--- src/rtl/sd_cmd_pkg.sv ---
// Shared types and frame geometry for the SD host command path
// (response checker and command serializer).
package sd_cmd_pkg;

    typedef enum logic [1:0] {
        RSP_R1   = 2'd0,
        RSP_R3   = 2'd1,
        RSP_R2   = 2'd2,
        RSP_RSVD = 2'd3
    } rsp_type_e;

    typedef enum logic [1:0] {
        IDLE = 2'd0,
        WALK = 2'd1,
        DONE = 2'd2
    } chk_state_e;

    localparam int RSP_SHORT_BITS = 48;
    localparam int RSP_LONG_BITS  = 136;

    localparam logic [6:0] CRC7_POLY    = 7'h09;
    localparam logic [5:0] IDX_ALL_ONES = 6'h3F;

    localparam int BIT_START   = 0;
    localparam int BIT_TRANS   = 1;
    localparam int IDX_LO      = 2;
    localparam int IDX_HI      = 7;
    localparam int ARG_LO      = 8;
    localparam int ARG_HI      = 39;
    localparam int SCRC_LO     = 40;
    localparam int SCRC_HI     = 46;
    localparam int LPAY_LO     = 8;
    localparam int LCRC_COV_HI = 127;
    localparam int LCRC_LO     = 128;
    localparam int LCRC_HI     = 134;

endpackage

--- src/rtl/crc7_serial.sv ---
// Bit-serial CRC7 (x^7 + x^3 + 1, init 0); clear has priority over shift.
module crc7_serial
    import sd_cmd_pkg::*;
(
    input  logic       clk,
    input  logic       reset,
    input  logic       clear,
    input  logic       shift_en,
    input  logic       bit_in,
    output logic [6:0] crc
);

    logic fb;

    assign fb = crc[6] ^ bit_in;

    always_ff @(posedge clk or negedge reset) begin
        if (!reset) begin
            crc <= '0;
        end else if (clear) begin
            crc <= '0;
        end else if (shift_en) begin
            crc <= {crc[5:0], 1'b0} ^ ({7{fb}} & CRC7_POLY);
        end
    end

endmodule

--- config.mk ---
export PLATFORM = sky130hd
export DESIGN_NAME = crc7_serial
export DESIGN_NICKNAME = d
export VERILOG_FILES = /design/src/rtl/sd_cmd_pkg.sv /design/src/rtl/crc7_serial.sv
export SDC_FILE = /design/constraint.sdc
export NUM_CORES = 1
export LEC_CHECK = 0
export CAP_MARGIN = 10
export CORE_AREA = 2 2 39 41
export DETAILED_ROUTE_END_ITERATION = 8
export DIE_AREA = 0 0 41 43
export GPL_ROUTABILITY_DRIVEN = 0
export SLEW_MARGIN = 20
export SYNTH_ARGS = -nofsm -noshare
export SYNTH_HDL_FRONTEND = slang
export SYNTH_SLANG_ARGS = --single-unit
--- constraint.sdc ---
create_clock -name clk -period 1.55 [get_ports clk]
set_input_delay 0.155 -clock clk [delete_from_list [all_inputs] [get_ports clk]]
set_output_delay 0.155 -clock clk [all_outputs]
set_load 0.01 [all_outputs]
==> results.sh <==
export IMPL_dieWidth_um=41
export IMPL_cts_root_buf="clkbuf_4"
export IMPL_final_cell_mix="clkdlybuf4s50_1, nor2_1, dfrtp_1, mux2i_1, clkbuf_4"
export IMPL_finalCritPeriodShare=0.880
export IMPL_grt_max_degree=11
export IMPL_vias_per_cell=4.53
export IMPL_worst_slew_pin_slew_ns=0.447
export IMPL_clk_pin_slew_ns=0.05
export IMPL_dpl_cell_count=54
export IMPL_power_density_mw_per_mm2=883
export IMPL_switching_share=0.233
export IMPL_ys_top_cells_by_area="dfrtp_1, mux2i_1, nor2_1"
export IMPL_largest_register_ffs=7
export IMPL_drive_gt1_frac=0.143
export IMPL_drt_iter0_drc=2
export IMPL_fin_area_sq_um=472
export IMPL_required_ns=1.39
export IMPL_wl_per_cell_um=10.8
export IMPL_fin_cells=58
export IMPL_seq_area_frac_synth=0.547
export IMPL_p_comb_frac=0.138
export IMPL_start_util=0.231
export IMPL_netlist_instances=28
export IMPL_placed_cell_area_sq_um=445
export IMPL_num_rows=14
export IMPL_area_growth_pct=47.3
export IMPL_io_pins=12
export IMPL_finalHoldViolations=0
export IMPL_clock_path_buffers=2
export IMPL_finalSetupViolations=0
export IMPL_synth_nets=33
export IMPL_synth_top_cell_area_share=0.547
export IMPL_cts_htree_levels=1
export IMPL_max_cap_violations=0
export IMPL_fin_skew_ns=0.00693
export IMPL_clock_sinks=7
export IMPL_cts_hold_fix_buffers=0
export IMPL_cp_start_kind="register"
export IMPL_drc=0
export IMPL_die_y_um=43
export IMPL_use_met2=0.138
export IMPL_slew_headroom=0.701
export IMPL_syn_area_per_cell_sq_um=11.4
export IMPL_synth_top_cell_by_area="dfrtp_1"
export IMPL_busiest_layer="met2"
export IMPL_cp_buffers_inverters=1
export IMPL_final_common_cell="clkdlybuf4s50_1"
export IMPL_ys_seq_elements=7
export IMPL_cts_resized=0
export IMPL_synth_area_sq_um=320
export IMPL_finalCriticalPeriod_ns=1.36
export IMPL_antenna_found_initial=0
export IMPL_yosysUniqueCellTypes=10
export IMPL_cp_top_family="buffers and inverters"
export IMPL_crit_path_max_fanout=3
export IMPL_p_switching_w=0.0000971
export IMPL_largestRegisters="crc x7"
export IMPL_ir_worst_vdd_v=0.000488
export IMPL_crit_type="reg2out"
export IMPL_fill_cells=147
export IMPL_slowest_delay_ns=0.56
export IMPL_grtUsageMet1=0.112
export IMPL_grt_pass1_vias=255
export IMPL_max_freq_ghz=0.733
export IMPL_clock_latency_ns=0.25
export IMPL_dp_hpwl_um=451
export IMPL_p_int_w=0.000320
export IMPL_slowest_stage="clkdlybuf4s50_1"
export IMPL_fin_setup_tns_ns=0
export IMPL_crit_chain="clkdlybuf4s50_1"
export IMPL_cts_inserted_buffers=3
export IMPL_outcome="complete, no violations"
export IMPL_port_buffers=11
export IMPL_worstPathArrival_ns=1.21
export IMPL_firstDrtPassIters=4
export IMPL_rsz0062_at_grt="false"
export IMPL_grtUsageTotal=0.106
export IMPL_dr_total_vias=263
export IMPL_critPathCaptureType="output pin"
export IMPL_regMostFlops="crc"
export IMPL_p_leak_nw=0.211
export IMPL_use_met3=0.0785
export IMPL_hp_class="in2async"
export IMPL_power_frac_clock=0.395
export IMPL_drv_slew=0
export IMPL_die_area_sq_mm=0.00176
export IMPL_num_antenna_cells=0
export IMPL_coreArea_sq_mm=0.00138
export IMPL_post_cts_buffers=0
export IMPL_yosys_warnings=0
export IMPL_grt_ovfl_total=0
export IMPL_grt_pass1_wl_um=1120
export IMPL_wl_um=625
export IMPL_fin_nets=48
export IMPL_antenna_left=0
export IMPL_pwr_share_seq=0.467
export IMPL_cts_tree="done"
[cell families (layout without fill, tap and decap cells)]
family,Yosys count,count (layout),share of synthesized area
xor+xnor,1,1,0.0508
buf+inv,2,16,0.0391
simple gates,11,11,0.145
flops,7,7,0.547
mux,5,5,0.156
compound gates,2,2,0.0625
[final cells by class]
class / count / area (sq um) / share of cell area
Timing Repair Buffer: 12 / 118 / 0.249
Clock buffer: 4 / 26.3 / 0.0557
Sequential cell: 7 / 175 / 0.371
Tap cell: 16 / 20.0 / 0.0424
Multi-Input combinational cell: 19 / 133 / 0.281
[metrics by stage]
stage / setup WS (ns) / hold WS [ns] / util / total power (W)
global placement: 0.233 / 0.445 / 0.322 / 0.000255
finish: 0.186 / 0.164 / 0.341 / 0.000417
CTS: 0.167 / 0.168 / 0.341 / 0.000427
detailed placement: 0.212 / 0.445 / 0.322 / 0.000256
global route: 0.130 / 0.174 / 0.341 / 0.000455
floorplan: 0.652 / -0.141 / - / 0.000225
[power by group through the flow]
stage / sequential [W] / clock (W) / combinational, W
after floorplan: 0.000200 / 0 / 0.0000245
after global placement: 0.000198 / 0 / 0.0000573
after detailed placement: 0.000198 / 0 / 0.0000580
after CTS: 0.000195 / 0.000175 / 0.0000581
after global routing: 0.000195 / 0.000197 / 0.0000627
final: 0.000195 / 0.000165 / 0.0000573
[synthesized netlist by cell type]
cell	number
nand2_1	2
buf_4	1
xnor2_2	1
nor2_1	8
mux2i_1	5
o211ai_1	1
a211oi_2	1
dfrtp_1	7
buf_2	1
nand4b_1	1
[path summary, 6_finish.rpt]
kind | from | to | slack (ns) | depth (start not counted)
setup reg to reg | crc[6] | crc[3] | 0.59 | 3
hold reg to reg | crc[3] | crc[3] | 0.53 | 2
max in group asynchronous | reset | crc[5] | 1.14 | 1
setup / recovery | crc[6] | crc[6] | 0.19 | 1
min in group clk | crc[3] | crc[3] | 0.53 | 2
hold / removal | reset | crc[4] | 0.16 | 1
[routing by layer]
metal / up-vias / part of all wire / wire (um)
li1: 123 / - / -
met1: 126 / 0.41 / 257
met2: 14 / 0.49 / 307
met3: 0 / 0.096 / 60
met4: 0 / 0 / 0
met5: - / 0 / 0
No activity file was read; power rests on OpenSTA's default activity.
